[src/rtl/wsi_stream_buffer_if.sv]
// WSI request/response signal bundle; master drives the request, slave drives
// SThreadBusy/SReset_n back.
`timescale 1ns/1ps
interface wsi_stream_buffer_if #(
  parameter int DATA_WIDTH    = 32,
  parameter int BURST_WIDTH   = 12,
  parameter int REQINFO_WIDTH = 8
);
  localparam int BE_WIDTH = DATA_WIDTH / 8;

  logic [2:0]               MCmd;
  logic                     MReqLast;
  logic                     MBurstPrecise;
  logic [BURST_WIDTH-1:0]   MBurstLength;
  logic [DATA_WIDTH-1:0]    MData;
  logic [BE_WIDTH-1:0]      MByteEn;
  logic [REQINFO_WIDTH-1:0] MReqInfo;
  logic                     MReset_n;
  logic                     SThreadBusy;
  logic                     SReset_n;

  modport master (
    output MCmd, MReqLast, MBurstPrecise, MBurstLength, MData, MByteEn, MReqInfo, MReset_n,
    input  SThreadBusy, SReset_n
  );

  modport slave (
    input  MCmd, MReqLast, MBurstPrecise, MBurstLength, MData, MByteEn, MReqInfo, MReset_n,
    output SThreadBusy, SReset_n
  );
endinterface

[src/rtl/wsi_stream_buffer.sv]
// Elastic WSI slave-to-master buffer with burst checking and status counters.
// Latency 1 cycle in->out; registered SThreadBusy asserted two words before full.
`timescale 1ns/1ps
module wsi_stream_buffer #(
  parameter int DATA_WIDTH    = 32,
  parameter int DEPTH         = 16,
  parameter int BURST_WIDTH   = 12,
  parameter int REQINFO_WIDTH = 8
) (
  input  logic                      CLK,
  input  logic                      RST,
  wsi_stream_buffer_if.slave        wsi_s,
  wsi_stream_buffer_if.master       wsi_m,
  output logic [31:0]               msg_count,
  output logic [$clog2(DEPTH):0]    fill,
  output logic                      overflow_err,
  output logic                      burst_err,
  input  logic                      clear_err
);
  localparam int BE_WIDTH = DATA_WIDTH / 8;
  localparam int AW       = $clog2(DEPTH);
  localparam logic [2:0] CMD_IDLE  = 3'b000;
  localparam logic [2:0] CMD_WRITE = 3'b001;

  typedef logic [AW:0] fill_t;
  localparam fill_t FULL     = fill_t'(DEPTH);
  localparam fill_t BUSY_LVL = fill_t'(DEPTH - 2);

  typedef struct packed {
    logic                     reqLast;
    logic                     burstPrecise;
    logic [BURST_WIDTH-1:0]   burstLength;
    logic [DATA_WIDTH-1:0]    data;
    logic [BE_WIDTH-1:0]      byteEn;
    logic [REQINFO_WIDTH-1:0] reqInfo;
  } word_t;

  typedef enum logic {S_IDLE, S_IN_MSG} state_t;

  word_t                  mem [DEPTH];
  word_t                  inWord;
  word_t                  head;
  logic [AW-1:0]          wrPtr;
  logic [AW-1:0]          rdPtr;
  fill_t                  fillNext;
  logic                   dnAlive;
  logic                   accept;
  logic                   push;
  logic                   pop;
  logic                   drop;
  state_t                 state;
  logic [BURST_WIDTH-1:0] len;
  logic [BURST_WIDTH-1:0] cnt;
  logic [BURST_WIDTH-1:0] cntInc;
  logic                   prec;

  assign inWord = '{reqLast:      wsi_s.MReqLast,
                    burstPrecise: wsi_s.MBurstPrecise,
                    burstLength:  wsi_s.MBurstLength,
                    data:         wsi_s.MData,
                    byteEn:       wsi_s.MByteEn,
                    reqInfo:      wsi_s.MReqInfo};
  assign head    = mem[rdPtr];
  assign dnAlive = wsi_m.SReset_n;

  // A full FIFO still takes a word when the head leaves in the same cycle.
  assign accept = !RST && (wsi_s.MCmd == CMD_WRITE) && wsi_s.MReset_n;
  assign pop    = !RST && dnAlive && !wsi_m.SThreadBusy && (fill != '0);
  assign push   = accept && dnAlive && ((fill < FULL) || pop);
  assign drop   = accept && dnAlive && !push;
  assign cntInc = (cnt == '1) ? cnt : cnt + BURST_WIDTH'(1);

  always_comb begin
    fillNext = fill;
    if (!dnAlive) begin
      fillNext = '0;
    end else if (push && !pop) begin
      fillNext = fill + fill_t'(1);
    end else if (pop && !push) begin
      fillNext = fill - fill_t'(1);
    end
  end

  always_ff @(posedge CLK) begin
    if (push) begin
      mem[wrPtr] <= inWord;
    end
  end

  always_ff @(posedge CLK) begin
    if (RST) begin
      wrPtr             <= '0;
      rdPtr             <= '0;
      fill              <= '0;
      msg_count         <= '0;
      overflow_err      <= 1'b0;
      wsi_s.SThreadBusy <= 1'b1;
      wsi_s.SReset_n    <= 1'b0;
      wsi_m.MReset_n    <= 1'b0;
    end else begin
      wsi_s.SReset_n    <= 1'b1;
      wsi_m.MReset_n    <= 1'b1;
      fill              <= fillNext;
      wsi_s.SThreadBusy <= (fillNext >= BUSY_LVL);
      if (!dnAlive) begin
        wrPtr <= '0;
        rdPtr <= '0;
      end else begin
        if (push) wrPtr <= wrPtr + AW'(1);
        if (pop)  rdPtr <= rdPtr + AW'(1);
      end
      if (pop && head.reqLast) begin
        msg_count <= msg_count + 32'd1;
      end
      if (clear_err) overflow_err <= 1'b0;
      if (drop)      overflow_err <= 1'b1;
    end
  end

  // Framing tracker: a set in the same cycle as clear_err wins by ordering.
  always_ff @(posedge CLK) begin
    if (RST) begin
      state     <= S_IDLE;
      len       <= '0;
      cnt       <= '0;
      prec      <= 1'b0;
      burst_err <= 1'b0;
    end else begin
      if (clear_err) burst_err <= 1'b0;
      if (!dnAlive || !wsi_s.MReset_n) begin
        state <= S_IDLE;
      end else if (push) begin
        case (state)
          S_IDLE: begin
            if (inWord.reqLast) begin
              if (inWord.burstPrecise && (inWord.burstLength != BURST_WIDTH'(1))) begin
                burst_err <= 1'b1;
              end
            end else begin
              len   <= inWord.burstLength;
              prec  <= inWord.burstPrecise;
              cnt   <= BURST_WIDTH'(1);
              state <= S_IN_MSG;
            end
          end
          S_IN_MSG: begin
            cnt <= cntInc;
            if (inWord.reqLast) begin
              if (prec && (cntInc != len)) burst_err <= 1'b1;
              state <= S_IDLE;
            end else if (prec && (cntInc == len)) begin
              burst_err <= 1'b1;
            end
          end
          default: state <= S_IDLE;
        endcase
      end
    end
  end

  always_comb begin
    wsi_m.MCmd          = CMD_IDLE;
    wsi_m.MReqLast      = 1'b0;
    wsi_m.MBurstPrecise = 1'b0;
    wsi_m.MBurstLength  = '0;
    wsi_m.MData         = '0;
    wsi_m.MByteEn       = '0;
    wsi_m.MReqInfo      = '0;
    if (pop) begin
      wsi_m.MCmd          = CMD_WRITE;
      wsi_m.MReqLast      = head.reqLast;
      wsi_m.MBurstPrecise = head.burstPrecise;
      wsi_m.MBurstLength  = head.burstLength;
      wsi_m.MData         = head.data;
      wsi_m.MByteEn       = head.byteEn;
      wsi_m.MReqInfo      = head.reqInfo;
    end
  end
endmodule

[src/flat_wrapper.sv]
// flat-port wrapper written by rule: the top's interface ports become plain ports
module wsi_stream_buffer_flat 
#(
  parameter int DATA_WIDTH    = 32,
  parameter int DEPTH         = 16,
  parameter int BURST_WIDTH   = 12,
  parameter int REQINFO_WIDTH = 8
)
  (CLK, RST, msg_count, fill, overflow_err, burst_err, clear_err, wsi_s_MCmd, wsi_s_MReqLast, wsi_s_MBurstPrecise, wsi_s_MBurstLength, wsi_s_MData, wsi_s_MByteEn, wsi_s_MReqInfo, wsi_s_MReset_n, wsi_s_SThreadBusy, wsi_s_SReset_n, wsi_m_MCmd, wsi_m_MReqLast, wsi_m_MBurstPrecise, wsi_m_MBurstLength, wsi_m_MData, wsi_m_MByteEn, wsi_m_MReqInfo, wsi_m_MReset_n, wsi_m_SThreadBusy, wsi_m_SReset_n);
  wsi_stream_buffer_if #(.DATA_WIDTH(DATA_WIDTH), .BURST_WIDTH(BURST_WIDTH), .REQINFO_WIDTH(REQINFO_WIDTH)) wsi_s_i ();
  wsi_stream_buffer_if #(.DATA_WIDTH(DATA_WIDTH), .BURST_WIDTH(BURST_WIDTH), .REQINFO_WIDTH(REQINFO_WIDTH)) wsi_m_i ();
  input  logic CLK;
  input  logic RST;
  output logic [31:0] msg_count;
  output logic [$clog2(DEPTH):0] fill;
  output logic overflow_err;
  output logic burst_err;
  input  logic clear_err;
  input wire logic [$bits(wsi_s_i.MCmd)-1:0] wsi_s_MCmd;
  input wire logic [$bits(wsi_s_i.MReqLast)-1:0] wsi_s_MReqLast;
  input wire logic [$bits(wsi_s_i.MBurstPrecise)-1:0] wsi_s_MBurstPrecise;
  input wire logic [$bits(wsi_s_i.MBurstLength)-1:0] wsi_s_MBurstLength;
  input wire logic [$bits(wsi_s_i.MData)-1:0] wsi_s_MData;
  input wire logic [$bits(wsi_s_i.MByteEn)-1:0] wsi_s_MByteEn;
  input wire logic [$bits(wsi_s_i.MReqInfo)-1:0] wsi_s_MReqInfo;
  input wire logic [$bits(wsi_s_i.MReset_n)-1:0] wsi_s_MReset_n;
  output wire logic [$bits(wsi_s_i.SThreadBusy)-1:0] wsi_s_SThreadBusy;
  output wire logic [$bits(wsi_s_i.SReset_n)-1:0] wsi_s_SReset_n;
  output wire logic [$bits(wsi_m_i.MCmd)-1:0] wsi_m_MCmd;
  output wire logic [$bits(wsi_m_i.MReqLast)-1:0] wsi_m_MReqLast;
  output wire logic [$bits(wsi_m_i.MBurstPrecise)-1:0] wsi_m_MBurstPrecise;
  output wire logic [$bits(wsi_m_i.MBurstLength)-1:0] wsi_m_MBurstLength;
  output wire logic [$bits(wsi_m_i.MData)-1:0] wsi_m_MData;
  output wire logic [$bits(wsi_m_i.MByteEn)-1:0] wsi_m_MByteEn;
  output wire logic [$bits(wsi_m_i.MReqInfo)-1:0] wsi_m_MReqInfo;
  output wire logic [$bits(wsi_m_i.MReset_n)-1:0] wsi_m_MReset_n;
  input wire logic [$bits(wsi_m_i.SThreadBusy)-1:0] wsi_m_SThreadBusy;
  input wire logic [$bits(wsi_m_i.SReset_n)-1:0] wsi_m_SReset_n;
  assign wsi_s_i.MCmd = wsi_s_MCmd;
  assign wsi_s_i.MReqLast = wsi_s_MReqLast;
  assign wsi_s_i.MBurstPrecise = wsi_s_MBurstPrecise;
  assign wsi_s_i.MBurstLength = wsi_s_MBurstLength;
  assign wsi_s_i.MData = wsi_s_MData;
  assign wsi_s_i.MByteEn = wsi_s_MByteEn;
  assign wsi_s_i.MReqInfo = wsi_s_MReqInfo;
  assign wsi_s_i.MReset_n = wsi_s_MReset_n;
  assign wsi_s_SThreadBusy = wsi_s_i.SThreadBusy;
  assign wsi_s_SReset_n = wsi_s_i.SReset_n;
  assign wsi_m_MCmd = wsi_m_i.MCmd;
  assign wsi_m_MReqLast = wsi_m_i.MReqLast;
  assign wsi_m_MBurstPrecise = wsi_m_i.MBurstPrecise;
  assign wsi_m_MBurstLength = wsi_m_i.MBurstLength;
  assign wsi_m_MData = wsi_m_i.MData;
  assign wsi_m_MByteEn = wsi_m_i.MByteEn;
  assign wsi_m_MReqInfo = wsi_m_i.MReqInfo;
  assign wsi_m_MReset_n = wsi_m_i.MReset_n;
  assign wsi_m_i.SThreadBusy = wsi_m_SThreadBusy;
  assign wsi_m_i.SReset_n = wsi_m_SReset_n;
  wsi_stream_buffer #(.DATA_WIDTH(DATA_WIDTH), .DEPTH(DEPTH), .BURST_WIDTH(BURST_WIDTH), .REQINFO_WIDTH(REQINFO_WIDTH)) u_core (.CLK(CLK), .RST(RST), .wsi_s(wsi_s_i), .wsi_m(wsi_m_i), .msg_count(msg_count), .fill(fill), .overflow_err(overflow_err), .burst_err(burst_err), .clear_err(clear_err));
endmodule
[config.mk]
export PLATFORM = sky130hd
export DESIGN_NAME = wsi_stream_buffer_flat
export DESIGN_NICKNAME = d
export VERILOG_FILES = /design/src/rtl/wsi_stream_buffer_if.sv /design/src/rtl/wsi_stream_buffer.sv /design/src/flat_wrapper.sv
export SDC_FILE = /design/constraint.sdc
export NUM_CORES = 1
export LEC_CHECK = 0
export BUFFER_PORTS_ARGS = -buffer_cell sky130_fd_sc_hd__buf_2
export CORE_AREA = 8 8 277 279
export CTS_CLUSTER_SIZE = 20
export DETAILED_ROUTE_END_ITERATION = 10
export DIE_AREA = 0 0 285 287
export PLACE_DENSITY_LB_ADDON = 0.2
export SETUP_SLACK_MARGIN = 0.15
export SLEW_MARGIN = 30
export SYNTH_ARGS = -nofsm -noshare
export SYNTH_HDL_FRONTEND = slang
export SYNTH_SLANG_ARGS = --single-unit
[constraint.sdc]
create_clock -name CLK -period 11.9 [get_ports CLK]
set_input_delay 3.57 -clock CLK [delete_from_list [all_inputs] [get_ports CLK]]
set_output_delay 3.57 -clock CLK [all_outputs]
set_load 0.02 [all_outputs]
Word level (Yosys, flattened, before mapping)
Memory sizes are Yosys's and may differ from the RTL's. A register that Yosys moved wholly into a read port is not among the register bits.
Cells that the tools add are included.
- register bits: 75
- bits in writable memories: 928
- output and inout port bits: 103
- word-level logic and storage cells: 89
- memories: 1
- add/sub/neg operators: 6
- $lt $le $gt $ge: 2
- eq/ne operators: 6
- muxes and demuxes: 30
- bitwise gates (word level): 4
- reduce and logical (&&, ||, !) cells: 28
- memories (name ; words ; width ; read ports ; clocked after memory_dff ; write ports ; line ; source):
    u_core.mem ; 16 ; 58 ; 1 ; 1 ; 1 ; wsi_stream_buffer.sv:40 ; word_t mem [DEPTH];
- operators by type and width (operator ; count):
    $mux W12 ; 3
    $add A32 B1 Y32 const B ; 1
    $mux W32 ; 1
    $pmux W12 S2 ; 1
    $mux W1 ; 17
    $mux W5 ; 3
    $logic_and A1 B1 Y1 ; 14
    $add A12 B1 Y12 const B ; 1
    $eq A12 B12 Y1 ; 1
    $eq A12 B12 Y1 const B ; 1
    $mux W4 ; 3
    $ne A12 B1 Y1 const B ; 1
    $ne A12 B12 Y1 ; 1
    $add A4 B1 Y4 const B ; 2
    $mux W8 ; 1
    $logic_not A1 Y1 ; 6
    $add A5 B1 Y5 const B ; 1
    $ge A5 B4 Y1 const B ; 1
    $lt A5 B5 Y1 const B ; 1
    $reduce_bool A5 Y1 ; 1
    $sub A5 B1 Y5 const B ; 1
    $not A1 Y1 ; 4
    $reduce_and A4 Y1 ; 1
    $reduce_or A2 Y1 ; 2
    other kinds (6) ; 7

Logic depth before layout (Yosys ltp)
Gate-level depths: netlist of the first run.
- depth after elaboration: 12
- depth in mapped cells: 13
- gate-level depth less buffers: 10

Worst setup path before layout of the first run
Ideal clock, no wire load.
- path kind: input -> register
- start point: input wsi_s_MCmd[1]
- end point: memory u_core.mem[3][0] in the netlist's numbering (enable)
- library setup time: 0.545 ns
- arrival: 9.037 ns
- path slack: 2.318 ns
- cell stages on the path: 6
- path through: or3b_2 -> a2111oi_2 -> clkbuf_1 -> buf_1 -> nand2_1 -> nor3_1
- word-level cells in the longest chain between the ends: 7
- RTL lines (element ; line ; source):
    start: declaration ; flat_wrapper.sv:19 ; input wire logic [$bits(wsi_s_i.MCmd)-1:0] wsi_s_MCmd;
    $eq A3 B1 Y1 ; wsi_stream_buffer.sv:67 ; assign accept = !RST && (wsi_s.MCmd == CMD_WRITE) && wsi_s.MReset_n;
    $logic_and A1 B1 Y1 (2 in a row) ; wsi_stream_buffer.sv:67 ;
    $logic_and A1 B1 Y1 (2 in a row) ; wsi_stream_buffer.sv:69 ; assign push = accept && dnAlive && ((fill < FULL) || pop);
    $mux W1 ; wsi_stream_buffer.sv:85 ; if (push) begin
    $mux W1 (not written as such) ; wsi_stream_buffer.sv:86 ; mem[wrPtr] <= inWord;
    end: declaration ; wsi_stream_buffer.sv:40 ;
Every way passes these cells.

Worst setup path in the final report of the first run
- start point: input RST
- end point: output wsi_m_MData[18]
- word-level cells in the longest chain between the ends: 5
- RTL lines (element ; line ; source):
    start: declaration ; flat_wrapper.sv:13 ; input logic RST;
    $logic_not A1 Y1 ; wsi_stream_buffer.sv:68 ; assign pop = !RST && dnAlive && !wsi_m.SThreadBusy && (fill != '0);
    $logic_and A1 B1 Y1 (3 in a row) ; wsi_stream_buffer.sv:68 ;
    $mux W32 ; wsi_stream_buffer.sv:169 ; if (pop) begin
    end: declaration ; flat_wrapper.sv:33 ; output wire logic [$bits(wsi_m_i.MData)-1:0] wsi_m_MData;
Every way passes these cells.

==> results of run 1 <==
==> cells in the final DEF (no fill, tap or decap), drive strengths merged, types with 8 or more instances in the layout <==
cell type  netlist  final
bufinv           0     14
nand2b           8      8
nor2            79     79
and2            65     65
xor2            29     29
clkbuf          66    122
a21oi           32     32
buf             41    206
inv             12     15
nand2           63     63
nand3           23     23
mux4           290    290
and3            12     12
nand4           16     16
o21ai           20     20
dfxtp           79     79
ha               9      9
xnor2           20     20
clkinv           0     46
nor3            15     15
edfxtp         928    928
==> worst min-delay path by stage <==
stage | slack [ns] | to
2_1_floorplan | 0.45 | u_core.len[1]
4_1_cts | 0.47 | u_core.len[8]
3_5_place_dp | 0.47 | u_core.len[8]
3_3_place_gp | 0.46 | u_core.prec
6_report | 0.47 | u_core.len[8]
5_1_grt | 0.49 | u_core.len[3]
==> cells by family after synthesis <==
family          Yosys count  share of synthesized area (%)
mux                     296                          16.81
flops                  1007                          75.10
other cells               1                       0.009564
fa+ha+maj                 9                         0.2872
buf+inv                 119                          1.311
simple gates            314                          4.091
xor+xnor                 49                          1.094
compound gates           82                          1.292
==> worst max-delay path: stages <==
cell and delay (ns):
buf_4 0.32, nor3b_1 0.32, o21ai_1 0.20, inv_2 0.47, buf_4 0.52, and2_1 0.21, buf_2 0.17
==> routing by layer <==
layer	global-route usage, %	share of wire [%]
met5	0	0.074
met4	6.447	2.2
met3	3.470	5.5
met2	35.31	52
met1	27.56	40
==> registers in the layout, indices dropped and copies added (netlist names), 4 cells and up, named ones only <==
| name | flops |
|---|---|
| u_core.cnt | 12 |
| u_core.fill | 5 |
| u_core.len | 12 |
| u_core.mem | 928 |
| u_core.msg_count | 32 |
| u_core.rdPtr | 4 |
| u_core.wrPtr | 4 |
==> through the flow <==
stage	std cells	total power, uW
floorplan	1878	3951
global placement	2926	3999
detailed placement	2935	4005
CTS	3124	7218
global route	3128	7352
finish	3128	7159
==> area by class of cell <==
type / instances / area, um^2
fillers: 4985 / 27450
repair buffers: 206 / 1364
clock buffers: 122 / 2684
inverters: 12 / 45.04
diodes: 3 / 7.507
well taps: 959 / 1200
clock inverters: 67 / 745.7
flip-flops and latches: 1007 / 29460
multi-input cells: 752 / 9380
==> power breakdown <==
| part | internal (uW) | switching [uW] | total, uW |
|---|---|---|---|
| sequential | 3860 | 0.762 | 3860 |
| clock | 1920 | 1310 | 3230 |
| combinational | 13.2 | 55.7 | 68.9 |
| total | 5790 | 1370 | 7160 |
==> impl_metrics.yaml, run 1 <==
yosys:
  synth_seq_area_share_pct: 75.10
  ys_types: 51
  yosysWarnings: 0
  avgSynthCellArea_um2: 20.89
  yosysMostFrequentCell: "edfxtp_1"
  synth_async_sr_flop_share_pct: 0
  yosys.area.top_type: "edfxtp_1"
  synth_ff_type: "edfxtp_1"
  synth_top_area_share_pct: 71.07
  synth_area_leaders: "edfxtp_1 71%, mux4_2 17%, dfxtp_1 4.0%"
  synthTopCellsByCount: "928 x edfxtp_1, 290 x mux4_2, 79 x dfxtp_1, 79 x nor2_1, 66 x clkbuf_1"
  synth-edff-count: 928
  ys_ff_latch: 1007
  synth.cell_area_um2: 39210
  syn_inst: 1877
cells_and_area:
  layout-drive-gt1-share_pct: 31.16
  fin_area_um2: 44890
  syn_to_final_growth_pct: 14.48
  fin_util_pct: 62.05
  final_nets: 2156
setup_path:
  cp-end-kind: "output port"
  r2r_end: "u_core.mem[11][51]"
  crit_path_start: "RST"
  rr_worst_depth: 5
  endpoint: "wsi_m_MData[18]"
  cp-start-kind: "input port"
  timing.rr.start: "u_core.fill[4]"
  worst_ep_required_time_ns: 8.33
  cp_max_fo: 65
  crit_arrival_ns: 5.83
  path_class: "input port to output port"
  r2r_slack_ns: 8.68
detailed_routing:
  ant_nets: 0
  vias: 19031
  drt_wl_total_um: 85020
  via_per_inst: 6.084
  drt_iter0_drc: 1815
  wl_per_cell_um: 27.18
  dr.pass1.iters: 6
  drc: 0
grt:
  grt_antenna_before_repair: 9
  grt_pass1_wl_um: 127700
  grt_max_degree: 103
  grt_usage_pct: 20.74
  grt_pass1_vias: 20030
  overflow: 0
sta:
  tightest_slew_ns: 0.9708
  slew_headroom_pct: 35.28
  tns_ns: 0
  fin_skew_ns: 0.02977
  min_period_ns: 9.405
  slew_violations: 0
  fmaxAchievable_ghz: 0.1063
  layout_setup_ws_ns: 2.495
  setup_viol: 0
  period_share_pct: 79.03
  hold_ws_ns: 0.4718
  rsz0062_at_grt: "false"
  hold_viol_final: 0
floorplan:
  fp.dieH_um: 287
  core_um2: 72340
  ioPinCount: 170
  die_w_um: 285
  rows: 99
  dieArea_um2: 81800
  initial_utilization_pct: 54.20
clock_network:
  clk_latency_ns: 0.66
  post-cts-setup-buffers: 0
  cts_num_sinks: 1007
  clock_path_buffers: 3
  clockRootBuffer: "clkbuf_16"
  cts_made_buffers: 101
  hold_buffers: 0
  cts.clk_slew.worst_paths_ns: 0.06
  cts.repair.resized: 0
  cts_tree: "built"
  htreeDepth: 3
placement:
  numPortBuffers: 167
  place.detailed.hpwl_um: 46070
  gp_congestion: 0.8415
  pre_cts_ws_ns: 2.435
  placed_area_um2: 41420
worst_hold_path:
  hold_depth: 2
  hp-start: "u_core.len[8]"
  min_path_type: "register to register"
run_status:
  outcome: "finished, final reports clean"
power_and_ir_drop:
  p_leak_uw: 0.01411
  vdd_ir_drop_max_v: 0.0001198
  powerDensity_nw_per_um2: 159.5
run:
  drv_cap: 0
Note: power is estimated with default switching activity, not from simulation.
==> run 2, diff against run 1 <==
ABC_AREA = 1   (was unset)
CORE_AREA = 8 8 280 282   (was 8 8 277 279)
DIE_AREA = 0 0 288 290   (was 0 0 285 287)
clock period = 8.8 ns   (was 11.9 ns; I/O delays follow)
==> run 2 against run 1 <==
Compared with the run above:
- routed wire length up 23%
- sequential cell count unchanged
- via count rose by 40%
- non-clock buffer count unchanged
- first-iteration DRC count up 53%
- synthesized cell count increased by 69%
- clock skew down 0.0058 ns
- largest cell class unchanged
- clock power grew 28%
- critical endpoint is now wsi_m_MReqLast
- clock-buffer cell count decreased by 7
- global-route usage up 3.6 points
==> impl_metrics.yaml, run 2 <==
clock_network:
  cts_num_sinks: 1007
  clk_latency_ns: 0.65
  cts_made_buffers: 101
  post-cts-setup-buffers: 0
  clockRootBuffer: "clkbuf_16"
  htreeDepth: 3
  cts.repair.resized: 0
  clock_path_buffers: 3
  cts_tree: "built"
  cts.clk_slew.worst_paths_ns: 0.06
  hold_buffers: 0
sta:
  min_period_ns: 7.063
  tightest_slew_ns: 1.022
  slew_headroom_pct: 31.89
  tns_ns: 0
  setup_viol: 0
  layout_setup_ws_ns: 1.737
  rsz0062_at_grt: "false"
  slew_violations: 0
  fin_skew_ns: 0.02393
  period_share_pct: 80.26
  hold_viol_final: 0
  fmaxAchievable_ghz: 0.1416
floorplan:
  initial_utilization_pct: 54.50
  ioPinCount: 170
  dieArea_um2: 83520
  core_um2: 73820
  die_w_um: 288
  rows: 100
  fp.dieH_um: 290
setup_path:
  worst_ep_required_time_ns: 6.16
  cp-end-kind: "output port"
  slowest_delay_ns: 0.41
  cp-start-kind: "input port"
  crit_arrival_ns: 4.42
  crit_top_cell: "inv_2"
  worstPathCellList: "buf_2 > inv_2 > nor2_8 > inv_2 > nor2_1 > nand2_4 > clkinv_2 > nand2_1 > buf_4 > inv_2 > buf_2"
  cp_max_fo: 30
  path_class: "input port to output port"
  cpMaxStageDelayCell: "inv_2"
detailed_routing:
  wl_met1_um: 41550
  wl_per_cell_um: 24.19
  drc: 0
  met3WireLength_um: 8345
  vias: 26570
  ant_nets: 0
  wl_met2_um: 51720
  routed.top_layer: "met5"
  via_per_inst: 6.153
  drt_iter0_drc: 2781
  dr.pass1.iters: 6
  drt_wl_total_um: 104500
placement:
  gp_congestion: 0.8440
  numPortBuffers: 167
  pre_cts_ws_ns: 1.732
  place.detailed.hpwl_um: 54060
cells_and_area:
  final_nets: 3339
  mostFrequentLayoutCells: "928 x edfxtp_1, 519 x nor2_1, 480 x o21ai_0, 214 x nand2_1, 172 x o221ai_1"
  top_regs: "u_core.mem: 928 flops, u_core.msg_count: 32 flops"
  regMostFlops: "u_core.mem"
  syn_to_final_growth_pct: 12.11
  fin_util_pct: 61.10
  layout-drive-gt1-share_pct: 12.11
  largest_register_ffs: 928
  final_common_cell: "edfxtp_1"
yosys:
  yosysMostFrequentCell: "edfxtp_1"
  synth-edff-count: 928
  synth_async_sr_flop_share_pct: 0
  synth_seq_area_share_pct: 73.19
  synthTopCellsByCount: "928 x edfxtp_1, 536 x nor2_1, 480 x o21ai_0"
  ys_ff_latch: 1007
  synth_ff_type: "edfxtp_1"
  yosys.area.top_type: "edfxtp_1"
  ys_types: 43
  synth_area_leaders: "edfxtp_1 69%, o21ai_0 6.0%, nor2_1 5.0%"
  synth_top_area_share_pct: 69.26
  synth.cell_area_um2: 40230
  avgSynthCellArea_um2: 12.68
  syn_inst: 3173
  yosysWarnings: 0
run:
  drv_cap: 0
worst_hold_path:
  min_path_type: "register to register"
grt:
  grt_pass1_wl_um: 157000
  grt_max_degree: 212
  overflow: 0
  grt_antenna_before_repair: 9
  grt_pass1_vias: 26447
  grt_usage_pct: 24.34
run_status:
  outcome: "finished, final reports clean"
power_and_ir_drop:
  powerDensity_nw_per_um2: 209.4
  vdd_ir_drop_max_v: 0.0001455
  p_leak_uw: 0.01469
==> run 2: layout make-up <==
| class | count | area (um^2) |
|---|---|---|
| antenna | 4 | 10.01 |
| clock buffer | 115 | 2601 |
| clock inverter | 70 | 574.3 |
| fill | 5607 | 28720 |
| inverter | 83 | 331.6 |
| multi-input combinational | 1864 | 9698 |
| sequential | 1007 | 29460 |
| tap | 969 | 1212 |
| timing repair buffer | 206 | 1215 |
==> run 2: critical path, delay by kind of cell <==
kind                   cells  cell delay [ns]
and+or+nand+nor            4             0.48
buffers and inverters      7             1.29
==> run 2: path summary, 6_finish.rpt <==
path,depth (start not counted),to,start,slack (ns)
setup / recovery,11,wsi_m_MReqLast,wsi_m_SReset_n,1.74
hold / removal,2,u_core.prec,u_core.prec,0.46
setup reg to reg,11,u_core.msg_count[6],register,4.99
hold reg to reg,2,u_core.prec,u_core.prec,0.46
==> run 2: kinds of logic after synthesis <==
kind of cell               Yosys count  synth area share, %
AOI/OAI and AO/OA                  919                13.65
buffers and inverters              303                3.041
and+or+nand+nor                    909                9.279
adders and majority gates            9               0.2799
xor gates and xnor gates            25               0.5442
DFF                               1007                73.19
other                                1             0.009320
==> run 2: metal layers <==
| layer | track usage, % | vias up |
|---|---|---|
| li1 | - | 12042 |
| met1 | 31.56 | 13236 |
| met2 | 41.47 | 1101 |
| met3 | 4.236 | 187 |
| met4 | 7.978 | 4 |
| met5 | 0 | - |
==> run 2: through the flow <==
step / instances / hold WS (ns) / power [uW] / cell area [um^2]
after floorplan: 3174 / 0.4233 / 5352 / 40240
after global placement: 4127 / 0.4384 / 5422 / 41820
after detailed placement: 4128 / 0.4463 / 5429 / 41880
after CTS: 4313 / 0.4591 / 9492 / 45050
after global routing: 4316 / 0.4812 / 9691 / 45100
final: 4318 / 0.4591 / 9444 / 45110
==> run 2: power breakdown <==
part	internal (uW)	leakage (uW)	switching (uW)
Clock	2350	0.00155	1760
Sequential	5220	0.00898	1.27
Combinational	19.4	0.00416	87.7
